<file path="config.mk">
export PLATFORM = sky130hd
export DESIGN_NAME = perf_snapshot_reader
export DESIGN_NICKNAME = d
export VERILOG_FILES = /design/src/rtl/perf_snapshot_reader.sv
export SDC_FILE = /design/constraint.sdc
export NUM_CORES = 1
export LEC_CHECK = 0
export CAP_MARGIN = 20
export CORE_UTILIZATION = 30
export CTS_CLUSTER_DIAMETER = 100
export DETAILED_ROUTE_END_ITERATION = 16
export PLACE_DENSITY = 0.52
export SYNTH_ARGS = -nofsm -noshare
export SYNTH_HDL_FRONTEND = slang
export SYNTH_SLANG_ARGS = --single-unit
</file>
<file path="constraint.sdc">
create_clock -name clk -period 4.2 [get_ports clk]
set_input_delay 0.63 -clock clk [delete_from_list [all_inputs] [get_ports clk]]
set_output_delay 0.63 -clock clk [all_outputs]
set_load 0.01 [all_outputs]
</file>
<file path="src/rtl/perf_snapshot_reader.sv">
// Snapshots three free-running performance counters and streams their
// deltas since the previous snapshot as three tagged words over valid/ready.
module perf_snapshot_reader #(
  parameter int WIDTH = 20
) (
  input  logic             clk,
  input  logic             reset,
  input  logic [WIDTH-1:0] Instruc_Reg,
  input  logic [WIDTH-1:0] MEM_Acc_Reg,
  input  logic [WIDTH-1:0] MEM_Correct_Reg,
  input  logic             snap_req,
  input  logic             out_ready,
  output logic             out_valid,
  output logic [WIDTH-1:0] out_data,
  output logic [1:0]       out_sel,
  output logic             busy,
  output logic             done,
  output logic             snap_dropped
);

  typedef enum logic [1:0] {
    IDLE   = 2'd0,
    SEND_I = 2'd1,
    SEND_A = 2'd2,
    SEND_C = 2'd3
  } state_t;

  state_t state_q, state_d;

  logic [WIDTH-1:0] cur_i_q, cur_a_q, cur_c_q;
  logic [WIDTH-1:0] cur_i_d, cur_a_d, cur_c_d;
  logic [WIDTH-1:0] prev_i_q, prev_a_q, prev_c_q;
  logic [WIDTH-1:0] dlt_i_q, dlt_a_q, dlt_c_q;

  logic capture;
  logic done_q, done_d;
  logic drop_q, drop_d;

  // Modular subtraction: a counter that wrapped once still yields its true increment.
  function automatic logic [WIDTH-1:0] wrap_delta(input logic [WIDTH-1:0] cur,
                                                  input logic [WIDTH-1:0] prev);
    return cur - prev;
  endfunction

  assign cur_i_d = capture ? Instruc_Reg     : cur_i_q;
  assign cur_a_d = capture ? MEM_Acc_Reg     : cur_a_q;
  assign cur_c_d = capture ? MEM_Correct_Reg : cur_c_q;

  always_ff @(posedge clk) begin
    if (reset) begin
      state_q  <= IDLE;
      done_q   <= 1'b0;
      drop_q   <= 1'b0;
      cur_i_q  <= '0;
      cur_a_q  <= '0;
      cur_c_q  <= '0;
      prev_i_q <= '0;
      prev_a_q <= '0;
      prev_c_q <= '0;
      dlt_i_q  <= '0;
      dlt_a_q  <= '0;
      dlt_c_q  <= '0;
    end else begin
      state_q <= state_d;
      done_q  <= done_d;
      drop_q  <= drop_d;
      cur_i_q <= cur_i_d;
      cur_a_q <= cur_a_d;
      cur_c_q <= cur_c_d;
      // Deltas are frozen at capture so the outputs stay stable under backpressure.
      if (capture) begin
        dlt_i_q  <= wrap_delta(cur_i_d, prev_i_q);
        dlt_a_q  <= wrap_delta(cur_a_d, prev_a_q);
        dlt_c_q  <= wrap_delta(cur_c_d, prev_c_q);
        prev_i_q <= cur_i_d;
        prev_a_q <= cur_a_d;
        prev_c_q <= cur_c_d;
      end
    end
  end

  always_comb begin
    state_d = state_q;
    capture = 1'b0;
    done_d  = 1'b0;
    drop_d  = snap_req && (state_q != IDLE);
    case (state_q)
      IDLE: begin
        if (snap_req) begin
          capture = 1'b1;
          state_d = SEND_I;
        end
      end
      SEND_I: if (out_ready) state_d = SEND_A;
      SEND_A: if (out_ready) state_d = SEND_C;
      SEND_C: begin
        if (out_ready) begin
          state_d = IDLE;
          done_d  = 1'b1;
        end
      end
      default: state_d = IDLE;
    endcase
  end

  always_comb begin
    out_valid = 1'b0;
    out_sel   = 2'd0;
    out_data  = '0;
    case (state_q)
      SEND_I: begin
        out_valid = 1'b1;
        out_sel   = 2'd0;
        out_data  = dlt_i_q;
      end
      SEND_A: begin
        out_valid = 1'b1;
        out_sel   = 2'd1;
        out_data  = dlt_a_q;
      end
      SEND_C: begin
        out_valid = 1'b1;
        out_sel   = 2'd2;
        out_data  = dlt_c_q;
      end
      default: begin
        out_valid = 1'b0;
        out_sel   = 2'd0;
        out_data  = '0;
      end
    endcase
  end

  assign busy         = (state_q != IDLE);
  assign done         = done_q;
  assign snap_dropped = drop_q;

endmodule
</file>
==> impl_results.md, run 1 <==
- Crit path depth: 15
- Ys Warns: 0
- Fin. Hold Viols: 0
- Vias: roughly 8600
- Setup violations, final: 0
- IO Count: 90
- Min-delay src: dlt_a_q[6]$_SDFFE_PP0N_
- FF-to-FF End: dlt_i_q[16]$_SDFFE_PP0N_
- Synth Instances: 1203
- Worst Path Max Fanout: 22
- Worst VDD drop: 0.2689 mV
- Crit. End Element: flip-flop
- Tmin final: 3836 ps
- Register area share after synthesis: 36.89%
- Synthesized netlist net count: about 1300
- Worst Max-Slew Pin Slew: 1071 ps
- Final net count: 1381
- Clock root buffer: clkbuf_16
- Worst Hold Class: reg2reg
- Multi-input combinational cell area: ~5700 um^2
- Cells on worst reg2reg path: 15
- Clk sink count: 181
- Pre-antenna DRT Iters: 8
- Relative slew slack: between 20% and 30%
- Total GRT Usage: 16.71%
- Largest net degree at the start of global routing: 65
- Crit path max-delay family: compound AO/OA/AOI/OAI gates
- Layout fillers: 3387
- Area grow syn2layout: 19.50%
- CTS Buf Count: 17
- RD Place Congestion: around 0.84
- Seq cells post-synth: around 180
- Ys async rst share: 0%
- CTS tree: built
- Initial Util: 30.81%
- Tcrit/Tclk final: about nine tenths
- Post-route ant nets: 0
- ANT cells: 0
- FF/Latch Area: 3623 um^2
- WL met3: a little over 1 mm
- Vias in the first global route: 8127
- # port buffers: 89
- P per Cell Area: 780.3 nW/um^2
- Drt total wl: about 28 mm
- Layout cells sized above 1: roughly 5.3%
- Most used cell, CP: inv_1
- Worst Setup SP: state_q[0]$_SDFFE_PP0P_
- Setup Crit Path Kind: reg2reg
- CP Cell Sequence: inv_1, ha_2, buf_4, nand2_4, a21boi_0, ha_1, inv_1, fa_1, a21oi_1, o21ai_1, a2111oi_2, nor4_1, or3_1, xnor2_1, o21ai_0
- Post-synth EDFFs: 0
- FMAX: 260.7 MHz
- Wire per inst: 16.25 um
- # Post-CTS Setup Buffers: 0
- CP Buf/Inv Count: 3
- Outcome: completed
- Worst skew pair latency: 440 ps
- Clock Skews: 15.02 ps
- Final cell count without fillers: 1699
- HPWL after DPL: 19.62 mm
- Mapped cell area: 9822 um^2
- DRT iter0 DRCs: 625
- Die height: 182.9 um
- First-pass GRT wire length: between 40 and 50 mm
- Vias per cell: 5.070
- Leak: 0.005090 uW
- DRC viols: 0
- Unique masters post-synth: 65
- Metal2 WL: 12.06 mm
- Die Area: 33470 um^2
- Critical Path Source Type: flip-flop
- Std-Cell Rows: 65
- Fin. max-slew vios: 0
- CP required: between 4000 and 5000 ps
- Die width: 182.9 um
- Initial antenna violation count: 0
- Crit path to: dlt_i_q[16]$_SDFFE_PP0N_
- Peak per-stage delay on the critical path: 650 ps
- FF-to-FF Start: state_q[0]$_SDFFE_PP0P_
- CTS clk-pin slew, worst paths: 70 ps
- Maxcap violations: 0
- Setup TNS Final: 0 ps
- Critical Path AT: about 4100 ps
- GRT overflow: 0
- Htree depth: 4
- CP max-delay cell: a2111oi_2
- Syn avg cell area: 8.165 um^2
- Met1 Wirelength: between 10 and 15 mm
- R2R Setup Slk: 360 ps
- Placed cell count: 1667
- Area of the core: 31880 um^2
- RSZ-0062 raised after global routing: false
- Clock buffer depth: 2
- Top routing layer in use: met4
- Prevailing post-synth register cell: dfxtp_1
## layout by cell type, fill, tap and decap left out, types with 4 or more instances in the layout
| master | n |
|---|---|
| a211o_1 | 5 |
| a211oi_1 | 19 |
| a21boi_0 | 6 |
| a21o_1 | 77 |
| a21oi_1 | 126 |
| a222oi_1 | 20 |
| a31oi_1 | 13 |
| and2_1 | 59 |
| and3_1 | 63 |
| buf_4 | 14 |
| clkbuf_16 | 17 |
| clkdlybuf4s50_1 | 87 |
| dfxtp_1 | 181 |
| ha_1 | 62 |
| inv_1 | 68 |
| inv_6 | 5 |
| mux2i_1 | 4 |
| nand2_1 | 93 |
| nand3_1 | 24 |
| nor2_1 | 118 |
| nor3_1 | 13 |
| nor4_1 | 4 |
| nor4b_1 | 7 |
| o211ai_1 | 11 |
| o21a_1 | 13 |
| o21ai_0 | 30 |
| o21bai_1 | 4 |
| or3_1 | 11 |
| xnor2_1 | 23 |
| xor2_1 | 11 |
## tightest hold or removal path: stages, from the launching register on
cell,delay [ps]
dfxtp_1,310
nand2_1,50
a21oi_1,50
## where the power goes
| group | total (uW) | switching, uW | internal (uW) |
|---|---|---|---|
| Sequential | 2480 | 284 | 2200 |
| Clock | 1700 | 752 | 953 |
| Combinational | 4970 | 2910 | 2060 |
## synth_stat cells (3+ instances only)
library cell | count | share of area, %
o21a_1 | 13 | 0.99
a211o_1 | 5 | 0.45
a222oi_1 | 20 | 2.0
nor4_1 | 4 | 0.25
and2_1 | 60 | 3.8
nand3_1 | 24 | 1.2
and3_1 | 63 | 4.0
a31oi_1 | 13 | 0.83
nor2_1 | 118 | 4.5
xnor2_1 | 23 | 2.1
ha_1 | 63 | 8.0
o21bai_1 | 4 | 0.31
a211oi_1 | 20 | 1.5
o211ai_1 | 11 | 0.84
nor4b_1 | 7 | 0.62
dfxtp_1 | 181 | 37
a2111oi_0 | 3 | 0.27
a31o_2 | 3 | 0.27
or3_1 | 11 | 0.70
a21o_1 | 77 | 5.9
nor2b_1 | 3 | 0.19
buf_1 | 8 | 0.31
o2111ai_1 | 3 | 0.27
a21oi_1 | 126 | 6.4
mux2i_1 | 4 | 0.41
nor3_1 | 13 | 0.66
inv_1 | 68 | 2.6
fa_1 | 3 | 0.61
a21o_2 | 3 | 0.27
nand2_1 | 94 | 3.6
o21ai_0 | 30 | 1.5
a21boi_0 | 6 | 0.46
clkbuf_1 | 66 | 2.5
a221oi_1 | 3 | 0.27
xor2_1 | 11 | 0.98
## how the worst min path moves through the flow
stage	cells past startpoint	slack [ps]	endpoint
floorplan	2	420	dlt_i_q[16]$_SDFFE_PP0N_
global placement	2	440	dlt_c_q[18]$_SDFFE_PP0N_
detailed placement	2	450	dlt_a_q[5]$_SDFFE_PP0N_
CTS	2	460	dlt_a_q[5]$_SDFFE_PP0N_
global route	2	470	dlt_a_q[5]$_SDFFE_PP0N_
finish	2	460	dlt_a_q[6]$_SDFFE_PP0N_
## metrics by stage
step                      hold slack [ps]  utilization (%)  area [um^2]  setup slack (ps)  total power, uW
after floorplan                     424.0                -         9822             552.6             6069
after global placement              436.4            34.87        11120             300.1             7445
after detailed placement            447.4            34.87        11120             280.7             7462
after CTS                           455.6            36.80        11730             383.8             9208
after global routing                467.8            36.82        11740             73.34             9917
final                               456.5            36.82        11740             364.2             9159
## cells by family (layout without fill, tap and decap cells)
group | after synthesis | count (layout) | share of synthesized area (%)
DFF | 181 | 181 | 36.89
and+or+nand+nor | 413 | 413 | 20.85
muxes | 4 | 4 | 0.4077
adders and majority gates | 66 | 66 | 8.637
xor gates and xnor gates | 34 | 34 | 3.032
buffers and inverters | 144 | 205 | 5.516
AOI/OAI and AO/OA | 361 | 361 | 24.66
## layer usage
metal | global-route usage [%] | vias up
li1 | - | 4370
met5 | 0 | -
met1 | 24.07 | 4042
met4 | 3.667 | 0
met3 | 2.919 | 26
met2 | 25.79 | 176
## registers in the layout (all words and copies together), names as in the netlist
signal,count
prev_a_q,20
prev_i_q,20
snap_dropped,1
dlt_c_q,20
dlt_a_q,20
cur_i_q,19
cur_a_q,19
cur_c_q,19
dlt_i_q,20
state_q,2
prev_c_q,20
done,1
## layout make-up
| class | instances | share of cell area (%) |
|---|---|---|
| Timing Repair Buffer | 104 | 8.698 |
| Inverter | 69 | 2.207 |
| Clock inverter | 15 | 1.631 |
| Tap cell | 435 | 4.637 |
| Clock buffer | 17 | 3.624 |
| Sequential cell | 181 | 30.87 |
| Multi-Input combinational cell | 878 | 48.33 |
## timing repair
item                       in CTS  in global routing
resized for setup               0                  1
hold buffers                    0                  0
setup endpoints to repair       0                  2
(Power assumes the default switching activity.)
==> inputs of run 2 (changes only) <==
Settings changed: CORE_MARGIN set to 2.
==> run 2 against run 1 <==
  * Clock power decreased by 3%
  * Cell area about the same
  * Wire length decreased by 0.45%
  * Die area increased by 2.2%
  * Critical path type unchanged
==> impl_results.md, run 2 (synthesis results as in run 1) <==
- Outcome: completed
- Layout fillers: 3443 (+1.7%)
- P per Cell Area: 773.3 nW/um^2 (-0.90%)
- Worst Path Max Fanout: 6 (-73%)
- Min-Delay Path Depth: 2 (unchanged)
- Setup slack after layout: 418.4 ps (+54.19 ps)
- Most frequent cells in the layout: 181 x dfxtp_1, 126 x a21oi_1, 118 x nor2_1
- Peak per-stage delay on the critical path: 630 ps (-20 ps)
- Vias per cell: 4.989 (-1.6%)
- RD Place Congestion: 0.8451 (about the same)
- Wire per inst: 16.10 um (-0.98%)
- Leak: 0.005081 uW (-0.17%)
- Worst Hold Class: reg2reg
- Die width: 184.9 um (+1.1%)
- Initial antenna violation count: 0 (unchanged)
- FF-to-FF Start: state_q[0]$_SDFFE_PP0P_
- CTS Buf Count: 17 (unchanged)
- Final core occ: 36.24% (-0.57 points)
- Crit. End Element: flip-flop
- Post-place setup slack: 256.2 ps (-24.45 ps)
- Total power: 9073 uW (-0.94%)
- Die Area: 34200 um^2 (+2.2%)
- # port buffers: 89 (unchanged)
- DRT iter0 DRCs: 559 (-11%)
- CP max-delay cell: a2111oi_2
- FMAX: 264.4 MHz (+1.4%)
- Worst Setup SP: state_q[0]$_SDFFE_PP0P_
- HPWL after DPL: 19.87 mm (+1.3%)
- Clk sink count: 181 (unchanged)
- Critical Path AT: 4080 ps (-60 ps)
- Fin. Hold Viols: 0 (unchanged)
- CP Cell Sequence: inv_1, ha_2, and2_2, nand2_1, a21boi_0, ha_1, inv_1, fa_1, a21oi_1, o21ai_1, a2111oi_2, nor4_1, or3_1, xnor2_1, o21ai_0
- Hold slack: 454.8 ps (-1.628 ps)
- CTS clk-pin slew, worst paths: 70 ps (about the same)
- Largest net degree at the start of global routing: 75 (+15%)
- Commonest non-fill, non-tap cell in the layout: dfxtp_1
- Worst VDD drop: 0.3099 mV (+15%)
- Total GRT Usage: 16.35% (-0.36 points)
- Final net count: 1383 (+0.14%)
- Htree depth: 4 (unchanged)
- Setup Crit Path Kind: reg2reg
- Std-Cell Rows: 66 (+1.5%)
- Worst Max-Slew Pin Slew: 1001 ps (-70.17 ps)
- Area of the core: 32370 um^2 (+1.5%)
- CTS tree: built
- Clock root buffer: clkbuf_16
- Post-route ant nets: 0 (unchanged)
- Vias: 8522 (-1.1%)
- FF/Latch Area: 3623 um^2 (unchanged)
- Die height: 184.9 um (+1.1%)
- Layout cells sized above 1: 5.292% (-0.0084 points)
- GRT overflow: 0 (unchanged)
- CP required: 4500 ps (about the same)
- First-pass GRT wire length: 44.26 mm (-0.25%)
- Cts hold-fix bufs: 0 (unchanged)
- Clock Skews: 11.53 ps (-3.491 ps)
- Clock buffer depth: 2 (unchanged)
- Setup TNS Final: 0 ps (unchanged)
- # Post-CTS Setup Buffers: 0 (unchanged)
- RSZ-0062 raised after global routing: false
- Initial Util: 30.34% (-0.47 points)
- IO Count: 90 (unchanged)
- Tmin final: 3782 ps (-54.19 ps)
- ANT cells: 0 (unchanged)
- Area grow syn2layout: 19.45% (about the same)
- Critical Path Source Type: flip-flop
- Min-delay src: dlt_a_q[6]$_SDFFE_PP0N_
- Cells on worst reg2reg path: 15 (unchanged)
- Maxcap violations: 0 (unchanged)
- Pre-antenna DRT Iters: 5 (-3)
- Tcrit/Tclk final: 90.04% (-1.3 points)
- Vias in the first global route: 8204 (+0.95%)
- Post-CTS resize count: 0 (unchanged)
- Multi-input combinational cell area: 5668 um^2 (about the same)
- DRC viols: 0 (unchanged)
- Setup violations, final: 0 (unchanged)
- Drt total wl: 27.49 mm (-0.45%)
- Relative slew slack: 33.26% (+4.7 points)
- Worst skew pair latency: 430 ps (about the same)
- Most used cell, CP: inv_1
- Fin. max-slew vios: 0 (unchanged)
## run 2: final timing paths
check	end	slack (ps)
worst max-delay path	dlt_i_q[16]$_SDFFE_PP0N_	420
worst min-delay path	dlt_a_q[6]$_SDFFE_PP0N_	450
worst max register to register	dlt_i_q[16]$_SDFFE_PP0N_	420
worst min register to register	dlt_a_q[6]$_SDFFE_PP0N_	450
## run 2: final cells by class
cell class / count / share of cell area [%]
Sequential cell: 181 / 30.88
Tap cell: 442 / 4.714
Clock inverter: 10 / 1.034
Timing Repair Buffer: 106 / 8.723
Inverter: 69 / 2.208
Clock buffer: 22 / 4.127
Multi-Input combinational cell: 878 / 48.31
## run 2: layer usage
metal / GRT usage, % / wire (um) / part of all wire, % / vias up
met3: 2.969 / 1007 / 3.7 / 13
li1: - / - / - / 4356
met5: 0 / 0 / 0 / -
met4: 3.270 / 211 / 0.77 / 0
met1: 23.32 / 14220 / 52 / 4014
met2: 25.75 / 12050 / 44 / 139
## run 2: power by group
| part | switching (uW) | total, uW | internal, uW | leakage, uW |
|---|---|---|---|---|
| registers | 283 | 2480 | 2200 | 0.00148 |
| logic | 2890 | 4940 | 2050 | 0.00331 |
| clock network | 707 | 1650 | 944 | 0.000285 |
## run 2: through the flow
step / cells / area [um^2]
after detailed placement: 1676 / 11130
after global placement: 1676 / 11130
after floorplan: 1203 / 9822
final: 1708 / 11730
after CTS: 1708 / 11730
after global routing: 1708 / 11730
## run 2: worst max-delay path, delay by kind of cell, from the launching register on
kind / cells / cell delay (ps)
flip-flops: 1 / 390
AO/OA/AOI/OAI: 5 / 1300
adder cells (fa/ha/maj): 3 / 890
XOR/XNOR: 1 / 160
buffers and inverters: 2 / 190
AND/OR/NAND/NOR: 4 / 730
